===== config.mk =====
export PLATFORM = sky130hd
export DESIGN_NAME = clk_div_ctrl
export DESIGN_NICKNAME = d
export VERILOG_FILES = /design/src/rtl/clk_div_pkg.sv /design/src/rtl/clk_div_core.sv /design/src/rtl/clk_div_ctrl.sv
export SDC_FILE = /design/constraint.sdc
export NUM_CORES = 1
export LEC_CHECK = 0
export BUFFER_PORTS_ARGS = -buffer_cell sky130_fd_sc_hd__buf_2
export CAP_MARGIN = 20
export CELL_PAD_IN_SITES_DETAIL_PLACEMENT = 0
export CELL_PAD_IN_SITES_GLOBAL_PLACEMENT = 1
export CORE_MARGIN = 8
export CORE_UTILIZATION = 50
export DETAILED_ROUTE_END_ITERATION = 6
export GPL_ROUTABILITY_DRIVEN = 0
export PLACE_DENSITY = 0.95
export SLEW_MARGIN = 20
export SYNTH_ARGS = -nofsm -noshare
export SYNTH_HDL_FRONTEND = slang
export SYNTH_SLANG_ARGS = --single-unit

===== constraint.sdc =====
create_clock -name clock -period 7.69 [get_ports clock]
set_input_delay 1.538 -clock clock [delete_from_list [all_inputs] [get_ports clock]]
set_output_delay 1.538 -clock clock [all_outputs]
set_load 0.01 [all_outputs]

===== src/rtl/clk_div_pkg.sv =====
// Shared constants for the runtime-programmable clock divider: state encoding
// and parameter defaults used by the controller and its counter core.
package clk_div_pkg;

   localparam int CNT_W_DEF        = 16;
   localparam int DEFAULT_HALF_DEF = 8;

   typedef logic [1:0] state_t;

   localparam state_t STOPPED   = 2'd0;
   localparam state_t RUNNING   = 2'd1;
   localparam state_t SWITCHING = 2'd2;
   localparam state_t STOPPING  = 2'd3;

endpackage


===== src/rtl/clk_div_core.sv =====
// Half-period counter and divided-clock toggle register with edge ticks.
// Holds the active half-period; the controller decides when to load, run or clear.
module clk_div_core
   import clk_div_pkg::*;
#(
   parameter int CNT_W        = CNT_W_DEF,
   parameter int DEFAULT_HALF = DEFAULT_HALF_DEF
) (
   input  logic             clock,
   input  logic             reset,
   input  logic             load_half,
   input  logic [CNT_W-1:0] half_in,
   input  logic             enable,
   input  logic             clear,
   output logic             terminal,
   output logic             div_clock,
   output logic             tick_rise,
   output logic             tick_fall
);

   localparam logic [CNT_W-1:0] HALF_ONE = CNT_W'(1);

   logic [CNT_W-1:0] cnt_q, cnt_d;
   logic [CNT_W-1:0] half_q, half_d;
   logic             div_q, div_d;
   logic             rise_q, rise_d;
   logic             fall_q, fall_d;

   // active half is always >= 1, so the subtraction never wraps
   assign terminal = (cnt_q == (half_q - HALF_ONE));

   always_comb begin
      cnt_d  = cnt_q;
      div_d  = div_q;
      half_d = load_half ? half_in : half_q;
      if (clear) begin
         cnt_d = '0;
         div_d = 1'b0;
      end else if (enable) begin
         if (terminal) begin
            cnt_d = '0;
            div_d = ~div_q;
         end else begin
            cnt_d = cnt_q + HALF_ONE;
         end
      end
      // ticks follow the actual register change, so a clear never fakes a rise
      rise_d = div_d & ~div_q;
      fall_d = ~div_d & div_q;
   end

   always_ff @(posedge clock or posedge reset) begin
      if (reset) begin
         cnt_q  <= '0;
         half_q <= CNT_W'(DEFAULT_HALF);
         div_q  <= 1'b0;
         rise_q <= 1'b0;
         fall_q <= 1'b0;
      end else begin
         cnt_q  <= cnt_d;
         half_q <= half_d;
         div_q  <= div_d;
         rise_q <= rise_d;
         fall_q <= fall_d;
      end
   end

   assign div_clock = div_q;
   assign tick_rise = rise_q;
   assign tick_fall = fall_q;

endmodule


===== src/rtl/clk_div_ctrl.sv =====
// Clock-divider controller: sequences start, stop and glitch-free ratio changes
// of a square-wave divided clock, with a valid/ready port for the half-period.
module clk_div_ctrl
   import clk_div_pkg::*;
#(
   parameter int CNT_W        = CNT_W_DEF,
   parameter int DEFAULT_HALF = DEFAULT_HALF_DEF
) (
   input  logic             clock,
   input  logic             reset,
   input  logic             run,
   input  logic             cfg_valid,
   input  logic [CNT_W-1:0] cfg_half,
   output logic             cfg_ready,
   output logic             cfg_err,
   output logic             div_clock,
   output logic             tick_rise,
   output logic             tick_fall,
   output logic             busy
);

   state_t           state_q, state_d;
   logic [CNT_W-1:0] pending_q, pending_d;
   logic             cfg_ready_q, cfg_ready_d;
   logic             cfg_err_q, cfg_err_d;
   logic             accept, cfg_ok;
   logic             load_half, enable, clear, terminal;
   logic [CNT_W-1:0] half_in;

   assign accept = cfg_valid & cfg_ready_q;
   assign cfg_ok = accept & (cfg_half != '0);

   always_comb begin
      state_d   = state_q;
      pending_d = pending_q;
      load_half = 1'b0;
      half_in   = cfg_half;
      case (state_q)
         STOPPED: begin
            load_half = cfg_ok;
            if (run) state_d = RUNNING;
         end
         RUNNING: begin
            if (cfg_ok) begin
               pending_d = cfg_half;
               state_d   = SWITCHING;
            end else if (!run) begin
               // a high phase ending this very cycle falls now, so stop directly
               state_d = (div_clock && !terminal) ? STOPPING : STOPPED;
            end
         end
         SWITCHING: begin
            if (terminal) begin
               load_half = 1'b1;
               half_in   = pending_q;
               state_d   = RUNNING;
            end
         end
         STOPPING: begin
            if (terminal) state_d = STOPPED;
         end
         default: state_d = STOPPED;
      endcase
   end

   assign cfg_err_d   = accept & (cfg_half == '0);
   assign cfg_ready_d = (state_d == STOPPED) || (state_d == RUNNING);
   assign enable      = (state_q != STOPPED);
   assign clear       = (state_d == STOPPED);

   always_ff @(posedge clock or posedge reset) begin
      if (reset) begin
         state_q     <= STOPPED;
         pending_q   <= '0;
         cfg_ready_q <= 1'b1;
         cfg_err_q   <= 1'b0;
      end else begin
         state_q     <= state_d;
         pending_q   <= pending_d;
         cfg_ready_q <= cfg_ready_d;
         cfg_err_q   <= cfg_err_d;
      end
   end

   clk_div_core #(
      .CNT_W        (CNT_W),
      .DEFAULT_HALF (DEFAULT_HALF)
   ) u_core (
      .clock     (clock),
      .reset     (reset),
      .load_half (load_half),
      .half_in   (half_in),
      .enable    (enable),
      .clear     (clear),
      .terminal  (terminal),
      .div_clock (div_clock),
      .tick_rise (tick_rise),
      .tick_fall (tick_fall)
   );

   assign cfg_ready = cfg_ready_q;
   assign cfg_err   = cfg_err_q;
   assign busy      = (state_q != STOPPED);

endmodule

[Yosys cells after proc, flatten, opt, wreduce, memory -nomap -nowiden]
Cells that the tools add are included.
Cells by class
  add/sub/neg operators: 2
  multiply operators: 0
  div/mod/pow operators: 0
  magnitude comparators: 0
  equal/unequal tests: 5
  shifts and indexed selects: 0
  multiplexer cells: 17
  bitwise gates (word level): 7
  reduce and logical (&&, ||, !) cells: 10
Operators by type and width (count)
  16-bit 2-to-1 mux: 5
  16-bit by 1-bit adder with 16-bit output, second input constant: 1
  16-bit == test: 1
  16-bit logical NOT: 1
  16-bit nonzero test: 1
  16-bit by 1-bit subtractor with 16-bit output, second input constant: 1
  2-bit 2-to-1 mux: 6
  2-bit case mux with 4 select lines: 1
  1-bit AND: 5
  2-bit by 1-bit == test with 1-bit output, second input constant: 2
  2-bit == test, second input constant: 2
  2-bit logical NOT: 2
  1-bit 2-to-1 mux: 4
  2-bit nonzero test: 2
  1-bit NOT: 2
  1-bit case mux with 2 select lines: 1
  2-bit AND reduction: 1
  1-bit logical AND: 1
  1-bit logical NOT: 1
  1-bit logical OR: 1
Word-level totals
  register bits after elaboration: 55
  latch bits: 0
  RAM bits: 0
  memory bits (read-only): 0
  input port bits: 20
  output and inout port bits: 6
  logic and storage cells: 50
  memories kept: 0

[Longest topological paths before layout]
Gate-level depths: netlist of the first run.
  depth in word-level cells: 12
  depth in mapped cells: 14
  mapped depth without buffers: 13

[By module]
A second synthesis of the first run with hierarchy kept.
Second synthesis, totals
  cells, all modules: 303
  area total of the unflattened synthesis: 3288.2 µm²
By module, submodules not included
  clk_div_core: times used 1, cells each 219, area an instance 2170.8 µm², seq. area each 877.1 µm²
  clk_div_ctrl: times used 1, cells each 84, area an instance 1117.3 µm², seq. area each 501.7 µm²

[Worst setup path after synthesis of the first run]
No wires, ideal clock.
  kind: register to register
  start point: register u_core.half_q[0]
  end point: register u_core.cnt_q[10]
  setup time: 121 ps
  arrival: 3583 ps
  data required time: 7569 ps
  path slack: 3986 ps
  cell stages (with the launch flop): 15
  buffers on the path: 2
  clock period less this slack: 3704 ps
  cells stage by stage: dfrtp_1 clkbuf_1 inv_1 ha_1 nor2b_1 nand3b_1 xnor2_1 a2111o_1 or4_4 ha_1 o21a_1 nor3_1 a21o_1 buf_2 nor2_1
Between the ends
  word-level cells in the longest chain between the ends: 10
  elaborated cells between the ends (all ways): 15
  classes of those cells: add/sub (1); eq/ne (1); mux (9); reduce/logical (4)
Ends and longest elaborated chain
  start, declared: line clk_div_core.sv:24  | logic [CNT_W-1:0] half_q, half_d;
  start signal, assigned: line clk_div_core.sv:55  | half_q <= CNT_W'(DEFAULT_HALF);
  start signal, assigned: line clk_div_core.sv:61  | half_q <= half_d;
  16-bit by 1-bit subtractor with 16-bit output (*): line clk_div_core.sv:30  | assign terminal = (cnt_q == (half_q - HALF_ONE));
  16-bit == test (*): line clk_div_core.sv:30
  1-bit logical NOT: line clk_div_ctrl.sv:49  | state_d = (div_clock && !terminal) ? STOPPING : STOPPED;
  1-bit logical AND: line clk_div_ctrl.sv:49
  2-bit 2-to-1 mux: line clk_div_ctrl.sv:49
  2-bit 2-to-1 mux: line clk_div_ctrl.sv:47  | end else if (!run) begin
  2-bit 2-to-1 mux: line clk_div_ctrl.sv:44  | if (cfg_ok) begin
  2-bit case mux with 4 select lines: line clk_div_ctrl.sv:38  | case (state_q)
  2-bit logical NOT: line clk_div_ctrl.sv:69  | assign clear = (state_d == STOPPED);
  16-bit 2-to-1 mux / 2-bit nonzero test (equally long branches)
  end signal, assigned: line clk_div_core.sv:60  | cnt_q <= cnt_d;
  end, declared: line clk_div_core.sv:23  | logic [CNT_W-1:0] cnt_q, cnt_d;
Mark *: on every way between the ends. The rest lies on a longest branch, timed or not. The select of a mux whose other input is x is not followed.
A chain may end at the register's enable or synchronous reset.

[Worst setup path in the final report of the first run]
  start point: register u_core.half_q[4]
  end point: register u_core.cnt_q[8]
The elaborated chain is that of the path after synthesis.

==> results of run 1 <==
## area by class of cell
cell class	instances	area share
well taps	75	0.0285
clock buffers	6	0.0220
inverters	6	0.00684
flip-flops and latches	55	0.419
repair buffers	29	0.0509
multi-input cells	215	0.468
clock inverters	2	0.00494
## cells in the final DEF (no fill, tap or decap), types with 2 or more instances in the layout
cell type	n
a21oi_1	4
a221o_1	17
and2_1	4
and3_1	17
buf_2	25
buf_4	3
clkbuf_8	5
dfrtp_1	53
dfstp_2	2
ha_1	3
inv_1	4
mux2_2	16
nand2_1	14
nand2b_1	2
nand3_1	8
nand3b_1	3
nand4_1	8
nor2_1	28
nor2b_1	4
nor3_1	5
nor4_1	11
o21ai_0	5
o31a_1	2
or2_2	2
or3_1	3
or4_4	2
xnor2_1	20
xor2_1	15
## logic make-up after synthesis
kind of cell               count (synthesis)
and+or+nand+nor                          117
DFF                                       55
AOI/OAI and AO/OA                         43
xor gates and xnor gates                  35
buffers and inverters                     20
muxes                                     17
adders and majority gates                  3
## routing by layer
metal	vias up	routed length, um
met1	1094	3010
met5	-	0
met3	13	264
met4	0	185
met2	53	2830
li1	1116	-
## flip-flops by register name, summed over array words and instances, names as in the netlist, 2 cells and up
signal / flops
pending_q: 16
state_q: 2
u_core.cnt_q: 16
u_core.half_q: 16
## power breakdown
part	leakage (uW)	switching [uW]	internal, uW
clock	0.0000418	93.9	65.6
combinational	0.000734	279	286
sequential	0.000701	143	409
## through the flow
stage	utilization	setup slack, ns	instance area [um^2]	power (uW)	instances
CTS	0.563	3.39	3290	1280	388
global placement	0.544	3.47	3180	1100	379
detailed placement	0.548	3.41	3200	1120	380
finish	0.563	3.35	3290	1280	388
global route	0.563	3.00	3290	1390	388
floorplan	-	3.99	3000	979	290
## worst min path at each step
stage                  start                end  slack [ns]  cells past startpoint
3_3_place_gp   pending_q[15]  u_core.half_q[15]        0.49                      1
4_1_cts         pending_q[0]   u_core.half_q[0]        0.52                      1
3_5_place_dp   pending_q[12]  u_core.half_q[12]        0.49                      1
6_report       pending_q[12]  u_core.half_q[12]        0.52                      1
5_1_grt        pending_q[12]  u_core.half_q[12]        0.53                      1
2_1_floorplan   pending_q[0]   u_core.half_q[0]        0.47                      1
==> results, run 1 <==
- The largest family of logic cells by synthesized area is simple AND/OR/NAND/NOR gates.
- The number of antenna violations at the first check in global routing is 0.
- Clock-pin slew was measured on the worst setup and hold paths at ~0.1 ns.
- The all-layer global routing usage is 0.155.
- Wires add up to 6.29 mm.
- In the finished design, the share of the clock period the worst path needs comes to 0.565.
- Counting every sink on the clock net gives 55.
- The floorplan has 28 rows.
- The iteration count of the initial detailed-routing pass is 4.
- In this run, synthesis inferred 0 flip-flops with an integrated enable.
- The number of buffers on the longest clock path is 2.
- The initial utilization of the core area, before any placement, comes to 0.513.
- Synthesis handed over a netlist of 290 instances.
- The register bit total from synthesis is 55.
- The cell leakage power is 0.00148 uW.
- The post-synthesis compound-gate area fraction is 0.119.
- The root buffer cell is clkbuf_8.
- The number of H-tree levels is 2.
- The share of synthesized cell area in full adder, half adder and majority cells is 0.0125.
- In this run the post-CTS setup repair buffer count came out at 0.
- The post-synth net total is around 310.
- The flow ran to the end, and the final reports show no timing, DRC or antenna violations.
- The start-to-end type of the worst setup path is register to register.
- The die covers roughly 9000 um^2.
- met2 is the most crowded layer.
- In the global route stage, met3 resource usage came out at 0.0248.
- The number of cells upsized or downsized after cts is 0.
- Summing every instance area after synthesis gives roughly 3000 um^2.
- The count of input and output buffers is 25.
- The class of the worst hold path is register to register.
- The first global-routing pass estimated ~11 mm of wire.
- The maximum clock skew at final layout is around 0.01 ns.
- In the synthesized netlist the async set-or-reset flop fraction comes to 1.00.
- The slew at the pin with the worst max-slew slack is just under 1 ns.
- Measured against the total synthesized area, the mux share comes to 0.0633.
- Counting cells, the worst reg-to-reg path comes to 10.
- The vertical die dimension is between 90 and 100 um.
- The detailed router finished its first iteration with between 150 and 200 violations.
- TritonCTS built the clock tree.
- The most critical setup path has its startpoint at u_core.half_q[4].
- Setup repair after global routing left no endpoint under its margin.
- The total overflow left after global routing is 0.
- The number of hold buffers added after cts is 0.
- The fraction of synthesized cell area taken by the top area cell type is 0.441.
- The final max-slew violation count is 0.
- VDD sags by at most 0.210 mV.
- The area used by sequential logic in the layout is 1380 um^2.
- The endpoint type of the worst setup path is a register.
- Data arrives at the worst endpoint at around 4.5 ns.
- After filler insertion, the fill cell instance count of the layout stands at between 500 and 600.
- The post-synthesis sequential area ratio is 0.459.
- The final number of setup-violating endpoints is 0.
- The synthesized design spends more area on one cell type than any other, namely dfrtp_1.
- Together, buffers and inverters on the worst path number 0.
- In this design, the largest share of critical-path delay is due to simple AND/OR/NAND/NOR gates.
- In this run the mean area of a mapped cell was approximately 10 um^2.
- The final sum of negative setup slack is 0 ns.
- The repair_antennas step left the layout with diodes totalling 0.
- Yosys attributes the largest share of cell area to dfrtp_1 (44%), mux2_2 (6.0%), xnor2_1 (5.8%).
- The number of hold violations in the final report was 0.
- The met1 track demand over resource in global routing is 0.201.
- The wire-length estimate of the detail-placed layout is between 4 and 5 mm.
- Setup slack on the worst reg-to-reg path comes out at 3.35 ns.
- Pin placement for this block handled 26 I/O pins.
- The critical path depth in cells is 10.
- The via count of the first global-routing pass is around 2.3k.
- The maximum number of pins on one net before global-route repair is 37.
- The clock latency at the later pin of the worst-skew pair is 0.31 ns.
- The die is approximately 94 um wide.
- The startpoint identified for the worst register-to-register timing path is u_core.half_q[4].
- The post-synthesis share of cell area spent on xor and xnor gates is 0.102.
- The Yosys step of the flow raised 0 warnings.
- After detailed routing, the number of vias per cell comes to between 5 and 6.
- The remaining antenna violation count after routing is 0.
- The delay of the slowest critical-path stage is 0.81 ns.
- The core region area is around 5900 um^2.
- The average detailed-routed wire length per instance is between 15 and 20 um.
- For this design the ratio of total power to cell area is 388 nW/um^2.
- Compared with the post-synthesis result, the final layout area differs by 9.62%.
- In this run the worst setup path terminates at u_core.cnt_q[8].
- The clock period minus worst slack is roughly 4.3 ns.
- The slowest stage cell on the critical path is nor4_1.
- Based on the critical path, the design can be clocked at up to between 200 and 250 MHz.
- The total DRC errors in the routed layout is 0.
- Along the worst path, the maximum fanout reaches 13.
- The library cell with the highest instance count after synthesis is dfrtp_1.
- The fraction of met2 tracks used by global routing is 0.249.
- The number of max-cap violations is 0.
- The most frequently used flop master after synthesis is dfrtp_1.
- The commonest cells after synthesis are dfrtp_1 (53), nor2_1 (28), xnor2_1 (20), a221o_1 (17), and3_1 (17).
- STA classifies the critical path startpoint as a register.
- In this run, distinct cell masters in the synthesized netlist total 52.
- The post-route worst hold slack is approximately 0.52 ns.
- In the final layout, the share of cells above drive strength 1 is 0.195.
- Measured against its own limit, the worst slew margin works out to 0.331.
- The signal on the critical path passes through nor4_1 > nand3b_1 > xnor2_1 > a2111o_1 > or4_4 > ha_1 > o21a_1 > nor3_1 > a21o_1 > nor2_1.
- The routed layout has 2276 vias.
- At the worst endpoint, the required time is roughly 8 ns.
- The net count of the finished layout is ~340.
- The number of buffers added by the clock tree synthesis step is 5.
- The end of the worst register-to-register path is u_core.cnt_q[8].
- The synthesized-area fraction occupied by and/or/nand/nor cells is 0.217.
- The combined area of the multi-input logic cells is between 1500 and 2000 um^2.
No activity file was read; power rests on OpenSTA's default activity.
==> run 2: changes to the inputs <==
Settings changed: CORE_UTILIZATION 50 to 47, PLACE_DENSITY 0.95 to 0.9.
Clock period 7.69 ns to 4.25 ns, I/O delays scaled along.
==> results, run 2 (synthesis results as in run 1) <==
- The post-detailed-placement half-perimeter wirelength is 4.86 mm (was 4.82 mm).
- The total vias in the final route is 2252 (was 2276).
- The delay of the slowest critical-path stage was 0.80 ns (was 0.81 ns).
- The average detailed-routed wire length per instance is 16.8 um (was 16.2 um).
- The maximum operating frequency came to 260 MHz (was 230 MHz).
- The horizontal extent of the die is 96.0 um (was 93.5 um).
- The number of hold violations in the final report was 0 (unchanged).
- The class of the worst hold path was register to register (unchanged).
- The net count of the finished layout came to 337 (was 335).
- The worst reg2reg path depth is 10 (unchanged).
- The most common cell after layout, fill and taps aside is dfrtp_1 (unchanged).
- The total power draw is 2410 uW (was 1280 uW).
- The max-slew headroom at the worst pin is 0.394 (was 0.331).
- The slew at the pin with the worst max-slew slack is 0.900 ns (was 0.994 ns).
- The critical path's top delay family is simple AND/OR/NAND/NOR gates (unchanged).
- The root buffer cell is clkbuf_8 (unchanged).
- The internal power consumption is 1460 uW (was 761 uW).
- The total congestion overflow is 0 (unchanged).
- The first-iteration detailed-routing DRC count came to 105 (was 168).
- Commonest cells after routing, fill and taps aside: dfrtp_1 (53), nor2_1 (28), buf_2 (25) (unchanged).
- The via count of the first global-routing pass was 2337 (was 2341).
- The number of buffer and inverter stages on the critical path is 0 (unchanged).
- The vertical die dimension is 96.0 um (was 93.5 um).
- The clock period minus worst slack came to 3.84 ns (was 4.34 ns).
- The final wirelength came to 6.57 mm (was 6.29 mm).
- The number of post-CTS setup repair buffers is 0 (unchanged).
- The number of placement rows was 29 (was 28).
- The core region area came to 6280 um^2 (was 5850 um^2).
- The number of H-tree levels came to 2 (unchanged).
- The startpoint type of the worst setup path is a register (unchanged).
- The number of buffers added by the clock tree synthesis step came to 5 (unchanged).
- The clock latency at the later pin of the worst-skew pair came to 0.31 ns (about the same).
- The endpoint type of the worst setup path is a register (unchanged).
- The clock transition at the registers of the reported paths is 0.10 ns (about the same).
- The critical path arrival is 4.02 ns (was 4.52 ns).
- The number of hold buffers added after cts was 0 (unchanged).
- The final max-slew violation count is 0 (unchanged).
- The combinational fraction of design power is 0.431 (was 0.442).
- The fraction of final layout cells with drive strength greater than 1 was 0.206 (was 0.195).
- The effective utilization at floorplan is 0.479 (was 0.513).
- The all-layer global routing usage is 0.153 (was 0.155).
- The number of buffers on the longest clock path is 2 (unchanged).
- The final sum of negative setup slack is 0 ns (unchanged).
- The area added between synthesis and finish is 11.0% (was 9.62%).
- The number of stages on the worst hold path is 1 (unchanged).
- The part of the total power dissipated in sequential elements is 0.416 (was 0.433).
- The area of the die is 9210 um^2 (was 8740 um^2).
- The total power per unit cell area is 723 nW/um^2 (was 388 nW/um^2).
- The pre-CTS setup slack is 0.471 ns (was 3.41 ns).
- The final number of setup-violating endpoints was 0 (unchanged).
- The global-route wire length before repair is 11.1 mm (about the same).
- The number of antenna violations at the first check in global routing is 0 (unchanged).
- Largest regs: pending_q x16, u_core.cnt_q x16, u_core.half_q x16 (unchanged).
- The clock sink count was 55 (unchanged).
- The iteration count of the initial detailed-routing pass is 4 (unchanged).
- The number of cells upsized or downsized after cts is 0 (unchanged).
- The maximum number of pins on one net before global-route repair is 56 (was 37).
- The cell leakage power was 0.00150 uW (was 0.00148 uW).
- Unrepaired setup endpoints after global routing: false (unchanged).
- The maximum ir drop on the vdd rail came to 0.349 mV (was 0.210 mV).
- The final-layout fill cell count is 558 (was 521).
- The switching portion of total power is 0.393 (was 0.404).
- The remaining antenna violation count after routing is 0 (unchanged).
- The critical path depth in cells is 10 (unchanged).
- The count of boundary I/O pins is 26 (unchanged).
- The total DRC errors in the routed layout is 0 (unchanged).
- The TritonCTS clock tree was built (unchanged).
- The start-to-end type of the worst setup path is register to register (unchanged).
- Series of cell instances along the critical path: nor4_1 > nand3b_1 > xnor2_1 > a2111o_1 > or4_4 > ha_1 > o21a_1 > nor3_1 > a21o_1 > nor2_1 (unchanged).
- The largest fanout on the critical path is 13 (unchanged).
- The slowest stage cell on the critical path is nor4_1 (unchanged).
- The post-route clock period utilization is 0.903 (was 0.565).
- The final antenna diode count came to 0 (unchanged).
- The data required time at the worst endpoint is 4.43 ns (was 7.87 ns).
- Run status: finished clean (unchanged).
- The number of max-cap violations was 0 (unchanged).
- The maximum clock skew at final layout was 0.0102 ns (was 0.00997 ns).
- The power dissipated by switching net loads is 947 uW (was 516 uW).
- The core utilization of the finished layout is 0.531 (was 0.563).
- The clock network fraction of design power is 0.152 (was 0.125).
- The count of input and output buffers is 25 (unchanged).
- The smallest setup slack after layout came to 0.411 ns (was 3.35 ns).
- The post-detailed-route via-to-cell ratio is 5.74 (was 5.87).
-- run 2: cell count changes in the layout (fill, tap and decap cells not counted), sizes merged --
cell / previous run / this run
buf: 29 / 31
clkinvlp: 1 / 0
bufinv: 0 / 1
-- run 2: power by group through the flow --
stage	sequential [uW]	clock, uW	combinational, uW
finish	1000	367	1040
global route	1030	393	1150
CTS	997	379	1040
detailed placement	1010	0	1040
global placement	996	0	1020
floorplan	907	0	864
-- run 2: worst reg2reg max path, cell delays in order, from the launching register on --
cell and delay [ns]:
dfrtp_1 0.43, nor4_1 0.80, nand3b_1 0.19, xnor2_1 0.18, a2111o_1 0.42, or4_4 0.59
ha_1 0.23, o21a_1 0.19, nor3_1 0.20, a21o_1 0.38, nor2_1 0.10
-- run 2: final timing paths --
kind | to | from | slack (ns)
max in group asynchronous | u_core.half_q[4] | reset | 3.08
hold reg to reg | u_core.half_q[11] | pending_q[11] | 0.51
setup / recovery | u_core.cnt_q[11] | u_core.half_q[6] | 0.41
setup reg to reg | u_core.cnt_q[11] | u_core.half_q[6] | 0.41
min in group asynchronous | u_core.half_q[13] | reset | 0.71
hold / removal | u_core.half_q[11] | pending_q[11] | 0.51
-- run 2: per-layer routing --
| metal | GRT usage | part of all wire | vias up |
|---|---|---|---|
| met4 | 0.0717 | 0.022 | 0 |
| met2 | 0.249 | 0.47 | 39 |
| met3 | 0.0156 | 0.020 | 9 |
| met1 | 0.200 | 0.48 | 1096 |
| met5 | 0 | 0 | - |
| li1 | - | - | 1108 |
-- run 2: layout make-up --
class / count / area, um^2 / share of cell area
clock buffers: 6 / 82.6 / 0.0248
repair buffers: 31 / 170 / 0.0511
inverters: 6 / 22.5 / 0.00676
flip-flops and latches: 55 / 1380 / 0.414
well taps: 77 / 96.3 / 0.0289
multi-input cells: 215 / 1540 / 0.463
clock inverters: 2 / 38.8 / 0.0116
-- run 2: per-stage QoR --
stage / area (um^2) / std cells / hold slack (ns)
CTS: 3330 / 392 / 0.516
floorplan: 3000 / 290 / 0.474
global placement: 3210 / 384 / 0.481
finish: 3330 / 392 / 0.514
detailed placement: 3210 / 384 / 0.492
global route: 3330 / 392 / 0.527
==> run 3: changes to the inputs <==
Settings changed: RECOVER_POWER set to 50.
Clock period 4.25 ns to 3.9 ns, I/O delays scaled along.
==> results, run 3 (synthesis results as in run 1) <==
- The final max-slew violation count is 56 (was 0).
- The vertical die dimension is 96.0 um (unchanged).
- The maximum clock skew at final layout was 0.0131 ns (was 0.0102 ns).
- The fraction of final layout cells with drive strength greater than 1 is 0.204 (was 0.206).
- The clock sink count is 55 (unchanged).
- The number of buffers on the longest clock path came to 2 (unchanged).
- The iteration count of the initial detailed-routing pass is 4 (unchanged).
- The critical path arrival came to 3.83 ns (was 4.02 ns).
- The number of hold violations in the final report is 0 (unchanged).
- The most common cell after layout, fill and taps aside is dfrtp_1 (unchanged).
- The TritonCTS clock tree was built (unchanged).
- The largest fanout on the critical path is 13 (unchanged).
- The area added between synthesis and finish was 10.9% (was 11.0%).
- The number of post-CTS setup repair buffers is 0 (unchanged).
- The area of the die is 9210 um^2 (unchanged).
- The critical path's top delay family was simple AND/OR/NAND/NOR gates (unchanged).
- The average detailed-routed wire length per instance came to 16.5 um (was 16.8 um).
- The first-iteration detailed-routing DRC count is 125 (was 105).
- The cell leakage power is 0.00149 uW (was 0.00150 uW).
- The total vias in the final route is 2290 (was 2252).
- The net count of the finished layout came to 341 (was 337).
- The max-slew headroom at the worst pin is -0.889 (was 0.394).
- The remaining antenna violation count after routing was 0 (unchanged).
- The maximum ir drop on the vdd rail was 0.378 mV (was 0.349 mV).
- The maximum number of pins on one net before global-route repair is 56 (unchanged).
- The number of antenna violations at the first check in global routing is 0 (unchanged).
- The post-route worst hold slack was 0.513 ns (was 0.514 ns).
- The total DRC errors in the routed layout is 0 (unchanged).
- The count of input and output buffers is 25 (unchanged).
- Series of cell instances along the critical path: buf_4 > or4_4 > nor4_2 > xnor2_1 > a2111o_1 > or4_4 > ha_1 > o21a_1 > nor3_1 > a21o_1 > nor2_1 (was nor4_1 > nand3b_1 > xnor2_1 > a2111o_1 > or4_4 > ha_1 > o21a_1 > nor3_1 > a21o_1 > nor2_1).
- The clock transition at the registers of the reported paths is 0.10 ns (about the same).
- The standard cell area after detailed placement was 3240 um^2 (was 3210 um^2).
- The horizontal extent of the die is 96.0 um (unchanged).
- The number of H-tree levels is 2 (unchanged).
- The start-to-end type of the worst setup path is register to register (unchanged).
- The total congestion overflow is 0 (unchanged).
- The post-detailed-placement half-perimeter wirelength is 4.86 mm (about the same).
- Largest regs: pending_q x16, u_core.cnt_q x16, u_core.half_q x16 (unchanged).
- The final sum of negative setup slack is 0 ns (unchanged).
- The via count of the first global-routing pass is 2245 (was 2337).
- Unrepaired setup endpoints after global routing: false (unchanged).
- The number of cells upsized or downsized after cts is 0 (unchanged).
- The slew at the pin with the worst max-slew slack is 2.83 ns (was 0.900 ns).
- The minimum setup slack among reg-to-reg paths is 0.25 ns (was 0.41 ns).
- The root buffer cell is clkbuf_8 (unchanged).
- The final antenna diode count was 0 (unchanged).
- The endpoint type of the worst setup path is a register (unchanged).
- The most repeated library cell on the critical path is or4_4.
- The area used by sequential logic in the layout came to 1380 um^2 (unchanged).
- The post-route clock period utilization came to 0.937 (was 0.903).
- The number of placement rows was 29 (unchanged).
- The all-layer global routing usage was 0.150 (was 0.153).
- The combined area of the multi-input logic cells is 1550 um^2 (was 1540 um^2).
- The total power per unit cell area is 769 nW/um^2 (was 723 nW/um^2).
- The number of hold buffers added after cts came to 0 (unchanged).
- The maximum operating frequency is 274 MHz (was 260 MHz).
- The final wirelength is 6.53 mm (was 6.57 mm).
- The post-detailed-route via-to-cell ratio is 5.78 (was 5.74).
- The checks that failed: capacitance limit, slew limit.
- The effective utilization at floorplan is 0.479 (unchanged).
- The total power draw is 2560 uW (was 2410 uW).
- The count of boundary I/O pins was 26 (unchanged).
- The clock latency at the later pin of the worst-skew pair came to 0.31 ns (about the same).
- Commonest cells after routing, fill and taps aside: dfrtp_1 (53), nor2_1 (28), buf_2 (22) (was dfrtp_1 (53), nor2_1 (28), buf_2 (25)).
- The data required time at the worst endpoint came to 4.08 ns (was 4.43 ns).
- The class of the worst hold path is register to register (unchanged).
- The core region area is 6280 um^2 (unchanged).
- The final instance area came to 3330 um^2 (about the same).
- Run status: complete, but fails checks (was finished clean).
- The core utilization of the finished layout was 0.531 (about the same).
- The number of buffer and inverter stages on the critical path came to 1 (was 0).
- The final-layout fill cell count is 584 (was 558).
- The slowest stage cell on the critical path is or4_4 (was nor4_1).
- The delay of the slowest critical-path stage is 0.58 ns (was 0.80 ns).
- The clock period minus worst slack is 3.65 ns (was 3.84 ns).
- The final number of setup-violating endpoints was 0 (unchanged).
- The global-route wire length before repair came to 10.8 mm (was 11.1 mm).
- The number of buffers added by the clock tree synthesis step was 5 (unchanged).
- The startpoint type of the worst setup path is a register (unchanged).
- The number of max-cap violations is 1 (was 0).
-- run 3: metal layers --
metal,vias to the layer above,part of all wire,track usage
li1,1120,-,-
met1,1129,0.49,0.202
met2,33,0.46,0.233
met3,8,0.027,0.0273
met4,0,0.019,0.0576
met5,-,0,0
-- run 3: worst paths after layout --
check / startpoint / endpoint / depth (start not counted)
max: u_core.half_q[5] / u_core.cnt_q[6] / 11
min: pending_q[12] / u_core.half_q[12] / 1
max reg2reg: u_core.half_q[5] / u_core.cnt_q[6] / 11
min reg2reg: pending_q[12] / u_core.half_q[12] / 1
max in group asynchronous: reset / u_core.half_q[10] / 3
min in group asynchronous: reset / u_core.cnt_q[14] / 3
-- run 3: area by class of cell --
cell class,count,share of cell area
Multi-Input combinational cell,215,0.466
Sequential cell,55,0.414
Timing Repair Buffer,35,0.0578
Tap cell,77,0.0289
Clock buffer,6,0.0218
Inverter,6,0.00676
Clock inverter,2,0.00488
-- run 3: through the flow --
step | instances | worst slack [ns]
global route | 396 | 0.0185
floorplan | 290 | 0.196
detailed placement | 388 | 0.0458
global placement | 388 | 0.220
CTS | 396 | 0.0350
finish | 396 | 0.247
-- run 3: where the power goes --
part	internal, uW	leakage (uW)	switching, uW
registers	807	0.000701	266
clock network	129	0.0000418	183
logic	596	0.000752	580
total	1530	0.00149	1030
